--- src/rtl/arp_phase_sequencer.sv ---
// Sine-table address generator: steps the BRAM read address at a switch-selected pitch,
// optionally cycling root / major third / fifth / octave every NOTE_TICKS cycles.
module arp_phase_sequencer #(
  parameter int unsigned BASE_OFFSET = 746,
  parameter int unsigned NOTE_TICKS  = 50000000,
  parameter int unsigned ADDR_W      = 8,
  parameter int unsigned DIV_W       = 13
) (
  input  logic              CLK100MHZ,
  input  logic              rst,
  input  logic [7:0]        sw,
  input  logic              arp_toggle,
  output logic [ADDR_W-1:0] addr,
  output logic              step,
  output logic              arp_on,
  output logic [1:0]        note
);

  localparam int unsigned        DWELL_W      = (NOTE_TICKS > 1) ? $clog2(NOTE_TICKS) : 1;
  localparam logic [DWELL_W-1:0] DWELL_LAST   = DWELL_W'(NOTE_TICKS - 1);
  localparam logic [DIV_W-1:0]   RESET_TARGET = DIV_W'(2 * BASE_OFFSET);

  typedef enum logic [1:0] {
    NOTE0 = 2'd0,
    NOTE1 = 2'd1,
    NOTE2 = 2'd2,
    NOTE3 = 2'd3
  } note_e;

  note_e               note_q, note_d;
  logic                arp_on_q, arp_on_d;
  logic [DWELL_W-1:0]  dwell_cnt_q, dwell_cnt_d;
  logic [DIV_W-1:0]    div_cnt_q, div_cnt_d;
  logic [DIV_W-1:0]    target_q, target_d;
  logic [ADDR_W-1:0]   addr_q, addr_d;
  logic                step_q, step_d;
  logic                step_now;
  logic                note_change;

  // Half-period divisor for a note; 8P peaks at 8008, which still fits in DIV_W bits.
  function automatic logic [DIV_W-1:0] note_divisor(input note_e n, input logic [7:0] s);
    logic [DIV_W-1:0] p;
    p = DIV_W'(BASE_OFFSET) + {{(DIV_W-8){1'b0}}, s};
    case (n)
      NOTE0:   note_divisor = p << 1;
      NOTE1:   note_divisor = (p << 3) / DIV_W'(5);
      NOTE2:   note_divisor = (p << 2) / DIV_W'(3);
      NOTE3:   note_divisor = p;
      default: note_divisor = p << 1;
    endcase
  endfunction

  always_ff @(posedge CLK100MHZ or posedge rst) begin
    if (rst) begin
      note_q      <= NOTE0;
      arp_on_q    <= 1'b0;
      dwell_cnt_q <= '0;
      div_cnt_q   <= '0;
      target_q    <= RESET_TARGET;
      addr_q      <= '0;
      step_q      <= 1'b0;
    end else begin
      note_q      <= note_d;
      arp_on_q    <= arp_on_d;
      dwell_cnt_q <= dwell_cnt_d;
      div_cnt_q   <= div_cnt_d;
      target_q    <= target_d;
      addr_q      <= addr_d;
      step_q      <= step_d;
    end
  end

  always_comb begin
    note_d      = note_q;
    arp_on_d    = arp_on_q ^ arp_toggle;
    dwell_cnt_d = dwell_cnt_q;
    note_change = 1'b0;
    step_now    = (div_cnt_q == target_q - DIV_W'(1));
    step_d      = step_now;
    addr_d      = addr_q + ADDR_W'(step_now);

    // A toggle restarts at the root and wins over a coincident dwell terminal.
    if (arp_toggle) begin
      note_d      = NOTE0;
      dwell_cnt_d = '0;
      note_change = 1'b1;
    end else if (arp_on_q) begin
      if (dwell_cnt_q == DWELL_LAST) begin
        dwell_cnt_d = '0;
        note_change = 1'b1;
        case (note_q)
          NOTE0:   note_d = NOTE1;
          NOTE1:   note_d = NOTE2;
          NOTE2:   note_d = NOTE3;
          NOTE3:   note_d = NOTE0;
          default: note_d = NOTE0;
        endcase
      end else begin
        dwell_cnt_d = dwell_cnt_q + DWELL_W'(1);
      end
    end else begin
      note_d      = NOTE0;
      dwell_cnt_d = '0;
    end

    // addr is never cleared on a note change so the waveform stays phase-continuous.
    if (step_now || note_change) begin
      div_cnt_d = '0;
      target_d  = note_divisor(note_d, sw);
    end else begin
      div_cnt_d = div_cnt_q + DIV_W'(1);
      target_d  = target_q;
    end
  end

  assign addr   = addr_q;
  assign step   = step_q;
  assign arp_on = arp_on_q;
  assign note   = note_q;

endmodule
--- config.mk ---
export PLATFORM = sky130hd
export DESIGN_NAME = arp_phase_sequencer
export DESIGN_NICKNAME = d
export VERILOG_FILES = /design/src/rtl/arp_phase_sequencer.sv
export SDC_FILE = /design/constraint.sdc
export NUM_CORES = 1
export LEC_CHECK = 0
export CAP_MARGIN = 20
export CORE_MARGIN = 2
export CORE_UTILIZATION = 34
export CTS_BUF_LIST = sky130_fd_sc_hd__clkbuf_4
export DETAILED_ROUTE_END_ITERATION = 10
export PLACE_DENSITY = 0.53
export SYNTH_ARGS = -nofsm -noshare
export SYNTH_HDL_FRONTEND = slang
export SYNTH_SLANG_ARGS = --single-unit
--- constraint.sdc ---
create_clock -name CLK100MHZ -period 5 [get_ports CLK100MHZ]
set_input_delay 1 -clock CLK100MHZ [delete_from_list [all_inputs] [get_ports CLK100MHZ]]
set_output_delay 1 -clock CLK100MHZ [all_outputs]
set_load 0.01 [all_outputs]
==> run_results.csv <==
group,metric,value,unit
layout,layout-area-overhead-vs-synth,40.8,%
cts,cts.sinks,62,
grt,grt_pass1_vias,6315,
grt,grt_pass1_wl,30900,µm
layout,nFillCells,1689,
timing,skew,0.0184,ns
worst_setup_path,timing_worst_setup_path_type,"in -> reg",
layout,final_cell_mix,"buf_4, nor2_1, nand2_1",
min_path,worst_hold_path_type,"reg -> reg",
place,dp.cells,1149,
timing,worstMarginPinSlew,0.698,ns
place,io_buffer_count,22,
floorplanning,coreArea,17200,µm²
cts,cts.clk_slew.worst_paths,0.09,ns
layout,layout_commonest_cell,"buf_4",
layout,drive_gt1_frac,0.329,
synth,yosys_warnings,0,
floorplanning,die_width,136,µm
route,ant_nets,0,
route,via_per_inst,5.57,
job,cap_violations,0,
grt,overflow,0,
floorplanning,die_area,18600,µm²
timing,max_slew_margin,0.531,
layout,instances_no_fill,1194,
layout,nets,990,
synth,synth_seq_area_share,0.262,
worst_setup_path,required,5.29,ns
synth,synth.avg_cell_area,7.78,µm²
synth,synth_cells,765,
route,drt_iter0_markers,357,
status,outcome,"finished, violations left",
route,first_pass_iters,7,
synth,yosysUniqueCellTypes,90,
min_path,hold_start,"addr[7]$_DFF_PP0_",
timing,finalHoldViolCount,0,
cts,cts_buffers,9,
cts,ctsRootBufferMaster,"clkbuf_4",
timing,rsz0062_at_grt,"yes",
synth,synth_flop_cell,"dfrtp_1",
worst_setup_path,r2r_slack,1.29,ns
floorplanning,std_cell_rows,48,
power,vdd.ir_drop.worst,182,µV
min_path,holdPathEnd,"addr[7]$_DFF_PP0_",
synth,ys_async_sr_fraction,1.00,
cts,cts_buffer_depth,2,
route,wl,19000,µm
grt,grt_max_degree,36,
cts,cts_hold_buf,0,
timing,tns,-2.14,ns
cts,clock_latency,0.42,ns
power,power.density,280,nW/µm²
worst_setup_path,critPathArrivalTime,6.12,ns
cts,htreeDepth,3,
floorplanning,ios,23,
place,gp_congestion,0.982,
synth,synth_fp_nets,791,
worst_setup_path,path_max_fanout,6,
timing,finalCritPeriodShare,1.17,
min_path,holdPathStages,1,
route,drcViolationCount,0,
timing,max_freq,0.171,GHz
worst_setup_path,reg2reg_from,"target_q[0]$_DFFE_PP0N_",
floorplanning,initial_core_util,0.346,
timing,setup_viol,3,
worst_setup_path,cp-start-kind,"input pin",
synth,synth-edff-count,0,
synth,synth_area,5950,µm²
route,post_drt_wl_per_cell,15.9,µm
worst_setup_path,crit_path_end_kind,"register",
place,post-dp-hpwl,14200,µm
timing,fin_crit,5.84,ns
power,power_leakage,3.55,nW
power,p_total,0.00235,W
timing,slew_viol_final,0,
cts,cts_tree,"yes",
worst_setup_path,timing.rr.end,"target_q[5]$_DFFE_PP0N_",
floorplanning,die_h,136,µm
synth,synth_seq_cells,62,
status,failed_checks,"negative setup slack",
route,dr_total_vias,6648,
worst_setup_path,r2r_cells,9,
timing,worst_slack,-0.837,ns
grt,grt_usage,0.204,
grt,antenna_found_initial,0,
worst max-delay path by stage:
stage | cells after the start | end | start
after floorplan | 24 | target_q[0]$_DFFE_PP0N_ | sw[2]
after global placement | 27 | target_q[0]$_DFFE_PP0N_ | sw[1]
after detailed placement | 28 | target_q[0]$_DFFE_PP0N_ | sw[2]
after CTS | 27 | target_q[0]$_DFFE_PP0N_ | sw[1]
after global routing | 28 | target_q[0]$_DFFE_PP0N_ | sw[2]
final | 27 | target_q[1]$_DFFE_PP0N_ | sw[2]
power by group:
group          total [W]  internal [W]  leakage, nW  switching, W
clock network   0.000276      0.000104       0.0569      0.000171
registers       0.000551      0.000525        0.828     0.0000259
logic            0.00152      0.000785         2.67      0.000736
total            0.00235       0.00141         3.55      0.000934
routing by layer:
layer / wire length [µm] / GRT usage / up-vias
li1: - / - / 3207
met1: 8700 / 0.278 / 3231
met2: 8930 / 0.339 / 184
met3: 982 / 0.0190 / 26
met4: 343 / 0.0671 / 0
met5: 0 / 0 / -
critical path, stage by stage:
cell and delay, ns:
buf_8 0.10, ha_4 0.16, buf_4 0.13, buf_4 0.13
nor3b_2 0.16, a22oi_2 0.25, xnor2_2 0.14, o211ai_1 0.36
o221a_4 0.28, buf_4 0.11, mux2i_1 0.31, and3_1 0.20
a21oi_1 0.08, a32o_2 0.25, o21bai_4 0.17, o21a_4 0.24
ha_4 0.26, o311a_1 0.17, a31oi_2 0.05, ha_2 0.19
o21bai_4 0.18, a311oi_4 0.32, buf_4 0.20, nor2_4 0.04
a221oi_4 0.30, nor3b_2 0.21, o221ai_1 0.13
metrics by stage:
stage,worst slack [ns],cell area [µm²],utilization,hold WS (ns)
2_1_floorplan,-1.14,6040,-,0.455
4_1_cts,-0.811,8180,0.476,0.480
3_3_place_gp,-1.67,7720,0.449,0.461
3_5_place_dp,-1.72,7720,0.449,0.464
5_1_grt,-1.04,8380,0.488,0.499
6_report,-0.837,8380,0.488,0.480
logic make-up (layout without fill, tap and decap cells):
family,count (synthesis),in the layout,synth area share
flip-flops,62,62,0.262
adder cells (fa/ha/maj),17,17,0.0349
AO/OA/AOI/OAI,230,230,0.280
other,0,1,0
multiplexers,15,15,0.0271
buffers and inverters,64,267,0.0435
XOR/XNOR,68,68,0.100
AND/OR/NAND/NOR,309,309,0.252
Yosys cell counts (3+ instances only):
library cell | count | area [µm²]
a2111oi_0 | 5 | 43.8
a211o_1 | 3 | 26.3
a211oi_1 | 14 | 105
a21boi_0 | 3 | 22.5
a21o_1 | 10 | 75.1
a21oi_1 | 54 | 270
a22oi_1 | 4 | 30.0
a31oi_1 | 11 | 68.8
a32oi_1 | 4 | 35.0
a41oi_1 | 3 | 26.3
and2_1 | 11 | 68.8
and3_1 | 14 | 87.6
and4_1 | 3 | 26.3
and4b_1 | 3 | 30.0
buf_2 | 6 | 30.0
buf_4 | 3 | 22.5
clkbuf_1 | 31 | 116
dfrtp_1 | 56 | 1400
dfstp_2 | 6 | 158
ha_1 | 15 | 188
inv_1 | 20 | 75.1
mux2_2 | 6 | 67.6
mux2i_1 | 8 | 80.1
nand2_1 | 70 | 263
nand2b_1 | 7 | 43.8
nand3_1 | 31 | 155
nand3b_1 | 3 | 22.5
nand4_1 | 10 | 62.6
nor2_1 | 102 | 383
nor2b_1 | 8 | 50.1
nor3_1 | 15 | 75.1
nor3b_1 | 3 | 22.5
nor4_1 | 5 | 31.3
o2111ai_1 | 6 | 52.6
o211ai_1 | 13 | 97.6
o21a_1 | 5 | 37.5
o21ai_0 | 38 | 190
o221ai_1 | 4 | 35.0
o22ai_1 | 9 | 56.3
o32ai_1 | 4 | 35.0
or2_2 | 6 | 37.5
or3_1 | 7 | 43.8
xnor2_1 | 37 | 324
xor2_1 | 31 | 272
flip-flops by register name, summed over array words and instances (netlist names):
signal / cells
note: 2
arp_on: 1
div_cnt_q: 13
target_q: 11
step: 1
dwell_cnt_q: 26
addr: 8
timing repair:
action,in CTS,in global routing
setup buffers,26,5
resized for setup,70,37
pin swaps,33,27
hold endpoints to repair,0,0
setup endpoints to repair,3,3
area by class of cell:
type | instances | area [µm²] | share of cell area
diodes | 1 | 2.50 | 0.000299
clock buffers | 11 | 82.6 | 0.00986
inverters | 22 | 82.6 | 0.00986
well taps | 225 | 282 | 0.0336
flip-flops and latches | 62 | 1560 | 0.186
repair buffers | 230 | 1820 | 0.217
clock inverters | 4 | 15.0 | 0.00179
multi-input cells | 639 | 4540 | 0.542
Note: power is estimated with default switching activity, not from simulation.
